File: src/rtl/detect_count.sv
// Hit counter and run-length tracker for the detect2_5 match flag.
// Optional macro DETECT_COUNT_MAXRUN_EN enables the longest-run register.
module detect_count #(
    parameter int CNT_W = 8,
    parameter int RUN_W = 4
) (
    input  logic             clk,
    input  logic             rst_n,
    input  logic             f,
    input  logic             en,
    input  logic             clr,
    output logic             evt,
    output logic [CNT_W-1:0] cnt,
    output logic [RUN_W-1:0] run,
    output logic [RUN_W-1:0] max_run,
    output logic             sat
);

    typedef enum logic [1:0] {
        S_IDLE = 2'd0,
        S_LOW  = 2'd1,
        S_HIGH = 2'd2
    } state_t;

    localparam logic [CNT_W-1:0] CNT_MAX = {CNT_W{1'b1}};
    localparam logic [RUN_W-1:0] RUN_MAX = {RUN_W{1'b1}};
    localparam logic [CNT_W-1:0] CNT_ONE = {{(CNT_W-1){1'b0}}, 1'b1};
    localparam logic [RUN_W-1:0] RUN_ONE = {{(RUN_W-1){1'b0}}, 1'b1};

    state_t           state_q, state_d;
    logic             evt_q, evt_d;
    logic [CNT_W-1:0] cnt_q, cnt_d;
    logic [RUN_W-1:0] run_q, run_d;
    logic             sat_q, sat_d;

    // Next-state and next-output logic; a hit needs f low while enabled first.
    always_comb begin
        state_d = state_q;
        evt_d   = 1'b0;
        cnt_d   = cnt_q;
        run_d   = run_q;
        sat_d   = sat_q;
        if (clr) begin
            state_d = S_IDLE;
            cnt_d   = {CNT_W{1'b0}};
            run_d   = {RUN_W{1'b0}};
            sat_d   = 1'b0;
        end else if (!en) begin
            state_d = S_IDLE;
            run_d   = {RUN_W{1'b0}};
        end else begin
            case (state_q)
                S_IDLE: begin
                    if (f) begin
                        state_d = S_HIGH;
                        run_d   = RUN_ONE;
                    end else begin
                        state_d = S_LOW;
                        run_d   = {RUN_W{1'b0}};
                    end
                end
                S_LOW: begin
                    if (f) begin
                        state_d = S_HIGH;
                        evt_d   = 1'b1;
                        run_d   = RUN_ONE;
                        if (cnt_q == CNT_MAX) begin
                            sat_d = 1'b1;
                        end else begin
                            cnt_d = cnt_q + CNT_ONE;
                        end
                    end else begin
                        state_d = S_LOW;
                        run_d   = {RUN_W{1'b0}};
                    end
                end
                S_HIGH: begin
                    if (f) begin
                        state_d = S_HIGH;
                        if (run_q == RUN_MAX) begin
                            run_d = run_q;
                        end else begin
                            run_d = run_q + RUN_ONE;
                        end
                    end else begin
                        state_d = S_LOW;
                        run_d   = {RUN_W{1'b0}};
                    end
                end
                default: begin
                    state_d = S_IDLE;
                    run_d   = {RUN_W{1'b0}};
                end
            endcase
        end
    end

    // State and output registers with synchronous active-low reset.
    always_ff @(posedge clk) begin
        if (!rst_n) begin
            state_q <= S_IDLE;
            evt_q   <= 1'b0;
            cnt_q   <= {CNT_W{1'b0}};
            run_q   <= {RUN_W{1'b0}};
            sat_q   <= 1'b0;
        end else begin
            state_q <= state_d;
            evt_q   <= evt_d;
            cnt_q   <= cnt_d;
            run_q   <= run_d;
            sat_q   <= sat_d;
        end
    end

`ifdef DETECT_COUNT_MAXRUN_EN
    logic [RUN_W-1:0] max_run_q, max_run_d;

    // Longest run follows the run register's next value in the same edge.
    always_comb begin
        max_run_d = max_run_q;
        if (clr) begin
            max_run_d = {RUN_W{1'b0}};
        end else if (run_d > max_run_q) begin
            max_run_d = run_d;
        end else begin
            max_run_d = max_run_q;
        end
    end

    // Longest-run register.
    always_ff @(posedge clk) begin
        if (!rst_n) begin
            max_run_q <= {RUN_W{1'b0}};
        end else begin
            max_run_q <= max_run_d;
        end
    end

    assign max_run = max_run_q;
`else
    assign max_run = {RUN_W{1'b0}};
`endif

    assign evt = evt_q;
    assign cnt = cnt_q;
    assign run = run_q;
    assign sat = sat_q;

endmodule

File: config.mk
export PLATFORM = sky130hd
export DESIGN_NAME = detect_count
export DESIGN_NICKNAME = d
export VERILOG_FILES = /design/src/rtl/detect_count.sv
export SDC_FILE = /design/constraint.sdc
export NUM_CORES = 1
export LEC_CHECK = 0
export ABC_CLOCK_PERIOD_IN_PS = 2800
export BUFFER_PORTS_ARGS = -buffer_cell sky130_fd_sc_hd__buf_2
export CAP_MARGIN = 30
export CORE_MARGIN = 2
export CORE_UTILIZATION = 45
export DETAILED_ROUTE_END_ITERATION = 8
export GPL_TIMING_DRIVEN = 0
export PLACE_DENSITY = 0.81
export SLEW_MARGIN = 20
export SYNTH_ARGS = -nofsm -noshare
export SYNTH_HDL_FRONTEND = slang
export SYNTH_SLANG_ARGS = --single-unit
File: constraint.sdc
create_clock -name clk -period 2.8 [get_ports clk]
set_clock_uncertainty 0.2 [all_clocks]
set_input_delay 0.28 -clock clk [delete_from_list [all_inputs] [get_ports clk]]
set_output_delay 0.28 -clock clk [all_outputs]
set_load 0.005 [all_outputs]
== After elaboration in Yosys (flattened, before gate mapping) ==
Cells that the tools add are included.

* Input port bits: 5
* Output and inout port bits: 18
* Bits in registers: 16
* Word-level logic and storage cells: 32

* Bitwise logic cells: 5
* Multiplexer cells: 6
* Reduce and logical (&&, ||, !) cells: 9
* Add/sub/neg operators: 2
* Equal/unequal tests: 5

{| class="wikitable"
|+ Operators by type and width
! operator !! number
|-
| $add A8 B1 Y8 const B || 1
|-
| $eq A8 B8 Y1 const B || 1
|-
| $mux W4 || 2
|-
| $pmux W4 S2 || 1
|-
| $reduce_and A4 Y1 || 2
|-
| $reduce_or A4 Y1 || 2
|-
| $reduce_or A3 Y1 || 2
|-
| $not A1 Y1 || 5
|-
| $add A4 B1 Y4 const B || 1
|-
| $eq A4 B4 Y1 const B || 1
|-
| $reduce_or A2 Y1 || 2
|-
| $ne A3 B3 Y1 const B || 1
|-
| $eq A2 B1 Y1 const B || 1
|-
| $eq A2 B2 Y1 const B || 1
|-
| $logic_not A2 Y1 || 1
|-
| $mux W1 || 2
|-
| $mux W2 || 1
|}

== Depth between registers and ports, before layout ==
Gate-level depths: netlist of run 1.

* Depth in word-level cells: 4
* Depth in mapped cells: 5
* Depth with buffers taken out: 4

== Least setup slack after synthesis of run 1 ==
No wires, ideal clock.

* Kind: register to register
* Start point: register cnt_q[0] (netlist: cnt[0])
* End point: register cnt_q[4] (netlist: cnt[4])
* Setup time: 0.128 ns
* Slack: 1.116 ns
* Cell stages (with the launch flop): 6
* Data arrival time: 1.356 ns
* Path through: dfxtp_1 > ha_1 > and4_1 > buf_2 > a2111oi_2 > nor3_1

* Cells in the longest elaborated chain, start to end: 3
* Elaborated cells between the ends (all ways): 4

{| class="wikitable"
|+ RTL lines
! item !! line !! RTL
|-
| from (decl) || 32 || <nowiki>logic [CNT_W-1:0] cnt_q, cnt_d;</nowiki>
|-
| from (signal assigned) || 103 || <nowiki>cnt_q <= {CNT_W{1'b0}};</nowiki>
|-
| from (signal assigned) || 109 || <nowiki>cnt_q <= cnt_d;</nowiki>
|-
| parallel branches: the longest is 3 deep, another holds $add A8 B1 Y8 || n/a ||
|}

Parallel ways; which one is timed is not known.
A chain may end at the register's enable or synchronous reset.

== Final worst setup path of run 1 ==
Same ends and word-level chain as after synthesis.

==> results of run 1 <==
[cell usage after synthesis (all sizes together), types with 2 or more instances]
cell | number | area share [%]
buf | 7 | 6.1
nor4 | 2 | 1.5
a31oi | 4 | 3.1
a211oi | 4 | 3.7
mux2i | 2 | 2.4
nor3 | 5 | 3.1
a41oi | 3 | 4.1
a21oi | 4 | 2.4
dfxtp | 16 | 39
o21ai | 3 | 1.8
clkbuf | 2 | 1.1
and3 | 3 | 2.3
nand4 | 2 | 1.5
nand3 | 4 | 2.4
nor2 | 6 | 2.7
ha | 2 | 3.1
nand2 | 8 | 3.7
[area by class of cell]
type	count	area share [%]
Buffer	9	5.949
Clock buffer	4	3.671
Inverter	1	0.3797
Multi-Input combinational cell	68	45.32
Sequential cell	16	32.41
Tap cell	25	3.165
Timing Repair Buffer	18	9.114
[logic make-up (layout without fill, tap and decap cells)]
group	after synthesis	in the layout
AND/OR/NAND/NOR	40	40
other	1	4
flip-flops	16	16
buffers and inverters	10	32
multiplexers	2	2
AO/OA/AOI/OAI	20	20
adder cells (fa/ha/maj)	2	2
[stage by stage]
step | hold WS (ns) | util [%] | setup slack (ns) | power [mW] | std cells
floorplan | 0.2259 | - | 1.116 | 0.2490 | 94
global placement | 0.2559 | 55.14 | 1.048 | 0.2562 | 137
detailed placement | 0.2738 | 55.14 | 0.9912 | 0.2566 | 137
CTS | 0.08695 | 57.25 | 0.9766 | 0.4118 | 141
global route | 0.08775 | 57.25 | 0.9393 | 0.4259 | 141
finish | 0.1010 | 57.25 | 1.003 | 0.4063 | 141
[layer usage]
metal / GRT usage (%) / vias to the layer above / part of all wire (%) / wire length, µm
li1: - / 389 / - / -
met1: 21.33 / 356 / 42 / 707
met2: 30.56 / 25 / 48 / 810
met3: 7.059 / 4 / 7.5 / 126
met4: 9.444 / 0 / 2.1 / 36
met5: 0 / - / 0 / 0
[worst paths after layout]
kind,to,slack [ns]
setup reg to reg,cnt[4],1.00
hold reg to reg,sat,0.28
setup / recovery,cnt[4],1.00
hold / removal,state_q[0],0.10
[power groups by stage]
stage                     Clock (mW)  Combinational, mW  Sequential, mW
final                          0.155             0.0209           0.231
after detailed placement           0             0.0206           0.236
after global placement             0             0.0204           0.236
after floorplan                    0             0.0135           0.236
after global routing           0.172             0.0231           0.231
after CTS                      0.160             0.0207           0.231
[worst max-delay path, delay by kind of cell (launching register included)]
| kind | cells | cell delay [ns] |
|---|---|---|
| flip-flops | 1 | 0.36 |
| AO/OA/AOI/OAI | 1 | 0.36 |
| AND/OR/NAND/NOR | 2 | 0.32 |
| adder cells (fa/ha/maj) | 1 | 0.29 |
| buffers and inverters | 1 | 0.16 |
[registers in the layout, summed over array words and instances, names as in the netlist]
signal and flops:
evt 1, sat 1, cnt 8, state_q 2, run 4
==> metrics.cfg, run 1 <==
[outcome]
run_status=completed

[min_path]
whs_path_depth=2
hp-start=en
hp-class=input port to flip-flop

[floorplan]
io_pins=23
start_util_pct=47.46
die_area_um2=2179
dieWidth_um=46.68
core_um2=1727
rows=15
die_y_um=46.68

[timing]
finalCritPeriodShare_pct=64.18
post-route-min-period_ns=1.797
finalHoldViolCount=0
setup_viol=0
max_freq_ghz=0.5564
tns_ns=0
rsz0062_at_grt=no
drv_slew=0

[critical_path]
critPathLaunchType=flip-flop
crit_required_ns=2.78
regToRegStartpoint=cnt[0]
reg2reg_depth=5
cp_data_arrival_time_ns=1.78
worstPathMaxFanout=7
crit_start=cnt[0]
slowest_stage=dfxtp_1
cp_slowest_stage_delay_ns=0.36
end_kind=flip-flop
crit_type=flip-flop to flip-flop
cp_cell_sequence=ha_1, and4_1, buf_2, a2111oi_2, nor3_1

[clock_network]
cts_buffers=3
htreeDepth=1
hold_buffers=0
insertion_delay_ns=0.29
cts_setup_buffers=0
root_buffer=clkbuf_4
post_cts_resized=0
cts_tree=built
clk_path_buf_depth=2
path_clk_slew_ns=0.10
cts.sinks=16

[routing]
ant_nets=0
dr.pass1.iters=4
routed_wirelength_mm=1.680
viasPerCell=5.489
avgRoutedWirePerCell_um=11.91
vias=774
dr.first_iter.drc_count=5
drcViolationCount=0

[pwr]
ir_drop_mv=0.2597
p_clk_share_pct=38.1
switchingPower_mw=0.08828
combPwrFrac_pct=5.1
p_int_mw=0.3180
swShare_pct=21.73
leakage_nw=0.4367
powerDensity_nw_per_um2=411.1
seq_power_share_pct=56.7

[cells_and_area]
diodes=0
nNetsFinal=124
register_area_um2=320.3
final_cell_mix=buf_2, dfxtp_1, nand2_1
drive_above_1_share_pct=29.31
multi_input_area_um2=447.9
fillers=178
synthToLayoutAreaGrowth_pct=20.61
final_common_cell=buf_2
finish.instance_area_um2=988.4

[grt]
grt_usage_pct=18.77
overflow=0
antenna_found_initial=0
grt_max_degree=11
grt_pass1_wl_mm=2.856
grt_pass1_vias=684

[synthesis]
synth_edf_count=0
muxShareOfSynthArea_pct=2.443
synth_xor_area_share_pct=0
yosys_warnings=0
async_reset_ff_share_pct=0
synth_top_family_by_area=simple AND/OR/NAND/NOR gates
synthAdderAreaFrac_pct=3.053
yosysSeqAreaShare_pct=39.08
synth-simple-area-share_pct=29.01
ys_types=35
avgSynthCellArea_um2=9.006
synth_compound_area_share_pct=18.32
ys.flop_type=dfxtp_1
synthCells=91
syn_area_um2=819.5
ys_seq_elements=16

[placement]
gp_congestion=0.8742
io_buffer_count=18
postPlaceCellArea_um2=952.2

[job]
cap_viol_max_count=0

No activity file was read; power rests on OpenSTA's default activity.
==> run 2, diff against run 1 <==
--- a/config.mk
+++ b/config.mk
@@ -5,7 +5,8 @@
 export SDC_FILE = /design/constraint.sdc
 export NUM_CORES = 1
 export LEC_CHECK = 0
-export ABC_CLOCK_PERIOD_IN_PS = 2800
+export ABC_AREA = 1
+export ABC_CLOCK_PERIOD_IN_PS = 1800
 export BUFFER_PORTS_ARGS = -buffer_cell sky130_fd_sc_hd__buf_2
 export CAP_MARGIN = 30
 export CORE_MARGIN = 2
==> constraint.sdc (replaced) <==
create_clock -name clk -period 1.8 [get_ports clk]
set_clock_uncertainty 0.2 [all_clocks]
set_input_delay 0.18 -clock clk [delete_from_list [all_inputs] [get_ports clk]]
set_output_delay 0.18 -clock clk [all_outputs]
set_load 0.005 [all_outputs]
==> run 2 against run 1 <==
Clock-buffer cell count down 1. Synthesized area up 2.1%. Highest routed layer unchanged. Cell area up 3.4%.
==> metrics.cfg, run 2 <==
[synthesis]
ys_seq_elements=16  ; unchanged
syn_area_um2=837.1  ; +2.1%
synth_edf_count=0  ; unchanged
yosys_warnings=0  ; unchanged
yosysSeqAreaShare_pct=38.27  ; -0.82 points
async_reset_ff_share_pct=0  ; unchanged
yosysMostFrequentCell=nand2_1
yosys-top-cells-count=nand2_1, nor2_1, dfxtp_1
avgSynthCellArea_um2=6.918  ; -23%
synthCells=121  ; +33%
ys.flop_type=dfxtp_1
synth.largest_area_cell=dfxtp_1
synthTopCellsByArea=dfxtp_1, nand2_1, nor2_1
ys_types=23  ; -34%
synth_top_area_share_pct=38.27  ; -0.82 points

[min_path]
hp-class=input port to flip-flop

[cells_and_area]
drive_above_1_share_pct=21.62  ; -7.7 points
nNetsFinal=157  ; +27%
final_common_cell=nand2_1
final_cell_count_no_fill=173  ; +23%
synthToLayoutAreaGrowth_pct=22.12
largest_register_ffs=8  ; unchanged
diodes=0  ; unchanged
final_cell_mix=nand2_1, buf_2, nor2_1

[placement]
hpwl_mm=1.269
io_buffer_count=18  ; unchanged
dp.cells=167  ; +22%
gp_congestion=0.8728  ; -0.16%

[pwr]
powerDensity_nw_per_um2=565.5  ; +38%
ir_drop_mv=0.3694  ; +42%
leakage_nw=0.4712  ; +7.9%

[timing]
finalCritPeriodShare_pct=92.87
rsz0062_at_grt=no
tns_ns=0  ; unchanged
finalHoldViolCount=0  ; unchanged
drv_slew=0  ; unchanged
setup_viol=0  ; unchanged
post-route-min-period_ns=1.672
max_freq_ghz=0.5982

[clock_network]
cts_buffers=3  ; unchanged
cts_tree=built
root_buffer=clkbuf_4
htreeDepth=1  ; unchanged
clk_path_buf_depth=2  ; unchanged
post_cts_resized=0  ; unchanged
insertion_delay_ns=0.28  ; about the same
cts.sinks=16  ; unchanged
path_clk_slew_ns=0.09  ; about the same

[job]
cap_viol_max_count=0  ; unchanged

[routing]
viasPerCell=4.665  ; -15%
vias=807  ; +4.3%
avgRoutedWirePerCell_um=9.410  ; -21%
drcViolationCount=0  ; unchanged
routed_wirelength_mm=1.628  ; -3.1%
dr.pass1.iters=4  ; unchanged
ant_nets=0  ; unchanged
dr.first_iter.drc_count=17  ; +12

[critical_path]
cp_data_arrival_time_ns=1.70  ; -0.08 ns
end_kind=flip-flop
critPathLaunchType=input port
crit_required_ns=1.83  ; -0.95 ns
crit_type=input port to flip-flop
reg2reg_slack_ns=0.26  ; -0.74 ns
worstPathMaxFanout=3  ; -4

[grt]
grt_pass1_wl_mm=2.691  ; -5.8%
grt_max_degree=9  ; -2
grt_pass1_vias=680  ; -0.58%
antenna_found_initial=0  ; unchanged
grt_usage_pct=17.14  ; -1.6 points
overflow=0  ; unchanged

[outcome]
run_status=completed

[floorplan]
rows=15  ; unchanged
core_um2=1745  ; +1.1%
start_util_pct=47.96  ; +0.49 points
die_y_um=47.13  ; +0.97%
die_area_um2=2221  ; +2.0%
dieWidth_um=47.13  ; +0.97%
io_pins=23  ; unchanged

-- run 2: logic make-up (layout without fill, tap and decap cells) --
group | after synthesis | in the layout | synth area share, %
AOI/OAI and AO/OA | 13 | 13 | 8.371
adders and majority gates | 2 | 2 | 2.989
DFF | 16 | 16 | 38.27
xor gates and xnor gates | 3 | 3 | 3.140
other | 1 | 4 | 0.4480
and+or+nand+nor | 66 | 66 | 36.02
buffers and inverters | 20 | 44 | 10.76
-- run 2: critical path, cell delays in order --
cell	delay [ns]
dlygate4sd3_1	0.53
buf_2	0.13
nor2_1	0.13
inv_1	0.08
nor2_1	0.09
dlygate4sd3_1	0.55
-- run 2: path summary, 6_finish.rpt --
| check | cells past startpoint | from | to |
|---|---|---|---|
| max | 6 | clr | state_q[1] |
| min | 3 | en | evt |
| max reg2reg | 8 | cnt[0] | cnt[1] |
| min reg2reg | 2 | sat | sat |
-- run 2: metal layers --
metal / vias to the layer above / track usage (%) / routed length, µm
li1: 428 / - / -
met1: 358 / 20.61 / 749
met2: 19 / 28.77 / 782
met3: 2 / 5.000 / 87
met4: 0 / 6.667 / 8
met5: - / 0 / 0
-- run 2: through the flow --
step	worst slack (ns)	power, mW	hold slack, ns	util, %	instance area [µm²]
final	0.1284	0.5780	0.03090	58.57	1022
after global routing	0.06526	0.6084	0.02865	58.57	1022
after CTS	0.1634	0.5869	0.02754	58.57	1022
after detailed placement	0.2483	0.3979	0.2416	55.56	969.7
after global placement	0.2860	0.3973	0.2445	55.56	969.7
after floorplan	0.3674	0.3882	0.1300	-	848.3
-- run 2: where the power goes --
| group | switching [mW] | internal (mW) |
|---|---|---|
| registers | 0.00200 | 0.356 |
| logic | 0.0186 | 0.0183 |
| clock network | 0.106 | 0.0775 |
| total | 0.127 | 0.452 |
-- run 2: cell type report --
class,instances,area (µm²)
buffer,5,33.78
inverter,15,56.30
multi-input combinational,88,437.9
timing repair buffer,21,120.1
fill,179,723.2
tap,25,31.28
sequential,16,320.3
clock buffer,3,22.52
-- run 2: what timing repair did --
item | in CTS | in global routing
hold buffers | 3 | 0
buffers inserted | 0 | 0
endpoints found under the hold margin | 3 | 0
==> run 3, diff against run 2 <==
--- a/config.mk
+++ b/config.mk
@@ -5,7 +5,6 @@
 export SDC_FILE = /design/constraint.sdc
 export NUM_CORES = 1
 export LEC_CHECK = 0
-export ABC_AREA = 1
 export ABC_CLOCK_PERIOD_IN_PS = 1800
 export BUFFER_PORTS_ARGS = -buffer_cell sky130_fd_sc_hd__buf_2
 export CAP_MARGIN = 30
==> run 3 against run 2 <==
Power increased by 9.6%. First-iteration DRC count down 71%. Sequential power about the same. Clock power grew 31%. Cell area down 1.1%. Critical path depth decreased by 1. Via count decreased by 4.5%. Critical endpoint is now cnt[4]. Largest power group unchanged. Highest routed layer unchanged.
==> metrics.cfg, run 3 (synthesis results as in run 1) <==
[pwr]
leakage_nw=0.4418  ; -6.2%
p_clk_share_pct=37.8  ; +6.1 points
swShare_pct=21.47  ; -0.41 points
powerDensity_nw_per_um2=626.7  ; +11%
total_power_mw=0.6336  ; +9.6%
switchingPower_mw=0.1361  ; +7.6%
seq_power_share_pct=56.6  ; -5.3 points
combPwrFrac_pct=5.6  ; -0.8 points
ir_drop_mv=0.3917  ; +6.0%
p_int_mw=0.4975  ; +10%

[floorplan]
io_pins=23  ; unchanged
dieWidth_um=46.68  ; -0.97%
start_util_pct=47.46  ; -0.49 points
core_um2=1727  ; -1.1%
die_y_um=46.68  ; -0.97%
rows=15  ; unchanged
die_area_um2=2179  ; -1.9%

[critical_path]
cp_slowest_stage_delay_ns=0.37  ; -0.18 ns
crit_required_ns=1.78  ; -0.05 ns
crit_type=flip-flop to flip-flop
cp_data_arrival_time_ns=1.72  ; +0.02 ns
reg2reg_depth=5  ; -3
worstPathMaxFanout=7  ; +4
slowest_stage=dfxtp_1
critPathTopFamily=flip-flops
cp_cell_sequence=ha_2, and4_1, buf_2, a2111oi_2, nor3_1
worst-path-buf-inv=1  ; -3
end_kind=flip-flop
r2r-end=cnt[4]
reg2reg_slack_ns=0.06  ; -0.20 ns
regToRegStartpoint=cnt[0]
critPathLaunchType=flip-flop

[routing]
avgRoutedWirePerCell_um=12.01  ; +28%
vias=771  ; -4.5%
routed_wirelength_mm=1.718  ; +5.5%
drcViolationCount=0  ; unchanged
viasPerCell=5.392  ; +16%
dr.pass1.iters=4  ; unchanged
ant_nets=0  ; unchanged
dr.first_iter.drc_count=5  ; -12

[placement]
io_buffer_count=18  ; unchanged
dp.cells=137  ; -18%
gp_congestion=0.8742  ; +0.16%
place_ws_ns=-0.008839  ; -0.2572 ns

[grt]
grt_usage_pct=19.33  ; +2.2 points
antenna_found_initial=0  ; unchanged
overflow=0  ; unchanged
grt_pass1_vias=698  ; +2.6%
grt_pass1_wl_mm=2.932  ; +9.0%
grt_max_degree=11  ; +2

[cells_and_area]
final_cell_mix=buf_2, dfxtp_1, nand2_1
fillers=179  ; unchanged
final_cell_count_no_fill=143  ; -17%
nNetsFinal=126  ; -20%
largest_register_ffs=8  ; unchanged
final_util_pct=58.55  ; about the same
drive_above_1_share_pct=29.66  ; +8.0 points
synthToLayoutAreaGrowth_pct=23.36
final_common_cell=buf_2
diodes=0  ; unchanged

[timing]
finalHoldViolCount=0  ; unchanged
setup_viol=0  ; unchanged
setup_slack_ns=0.05918  ; -0.06921 ns
rsz0062_at_grt=no
post-route-min-period_ns=1.741  ; +0.06921 ns
max_freq_ghz=0.5744  ; -4.0%
holdWs_ns=0.1242  ; +0.09329 ns
drv_slew=0  ; unchanged
finalCritPeriodShare_pct=96.71  ; +3.8 points

[min_path]
hp-start=rst_n
hp-class=input port to flip-flop
hold_path_end=evt
whs_path_depth=4  ; +1

[clock_network]
cts.sinks=16  ; unchanged
path_clk_slew_ns=0.09  ; about the same
insertion_delay_ns=0.29  ; about the same
clk_path_buf_depth=2  ; unchanged
cts_tree=built
cts_buffers=3  ; unchanged
htreeDepth=1  ; unchanged
root_buffer=clkbuf_4

[job]
cap_viol_max_count=0  ; unchanged

[outcome]
run_status=completed

[run 3: cell count changes in the layout (fill, tap and decap cells not counted), sizes merged, moves of 3 or more]
cell and delta:
nand2 -26, inv -14, nor2 -13, a211oi +4, a21oi -4, a31oi +4
a41oi +3, and3 +3, buf +3
[run 3: worst register-to-register path: cells and delay by family (launching register included)]
| family | cells | cell delay (ns) |
|---|---|---|
| buffers and inverters | 1 | 0.16 |
| adders and majority gates | 1 | 0.24 |
| and+or+nand+nor | 2 | 0.30 |
| AOI/OAI and AO/OA | 1 | 0.36 |
| DFF | 1 | 0.37 |
[run 3: layout make-up]
cell class / instances / area, µm² / share of cell area (%)
Tap cell: 25 / 31.28 / 3.094
Sequential cell: 16 / 320.3 / 31.68
Buffer: 9 / 58.81 / 5.817
Clock buffer: 4 / 36.28 / 3.589
Multi-Input combinational cell: 68 / 450.4 / 44.55
Inverter: 1 / 3.754 / 0.3713
Timing Repair Buffer: 20 / 110.1 / 10.89
[run 3: per-stage QoR]
step / TNS [ns] / instance area, µm²
after global placement: 0 / 952.2
after floorplan: 0 / 830.8
after global routing: 0 / 1011
after detailed placement: -0.008839 / 952.2
final: 0 / 1011
after CTS: 0 / 1011
[run 3: worst max path at each step]
stage	end	from	slack [ns]	depth (start not counted)
finish	cnt[4]	cnt[0]	0.06	5
floorplan	cnt[4]	cnt[0]	0.12	5
CTS	cnt[4]	cnt[0]	0.05	5
global route	cnt[4]	cnt[0]	0.003	5
detailed placement	cnt[4]	cnt[0]	-0.009	5
global placement	cnt[4]	cnt[0]	0.05	5
[run 3: repair_timing]
item                       in CTS  in global routing
hold endpoints to repair        3                  0
hold buffers                    2                  0
resized for setup               1                  0
setup buffers                   0                  0
setup endpoints to repair       1                  0
[run 3: metal layers]
layer	up-vias	global-route usage (%)	wire (µm)
met1	352	21.56	713
met3	4	7.059	115
met5	-	0	0
met4	0	9.444	36
li1	394	-	-
met2	21	32.22	853
[run 3: power by group through the flow]
| stage | Sequential (mW) | Clock, mW | Combinational [mW] |
|---|---|---|---|
| CTS | 0.359 | 0.250 | 0.0355 |
| detailed placement | 0.367 | 0 | 0.0321 |
| global route | 0.360 | 0.267 | 0.0394 |
| floorplan | 0.366 | 0 | 0.0209 |
| global placement | 0.367 | 0 | 0.0317 |
| finish | 0.359 | 0.239 | 0.0357 |
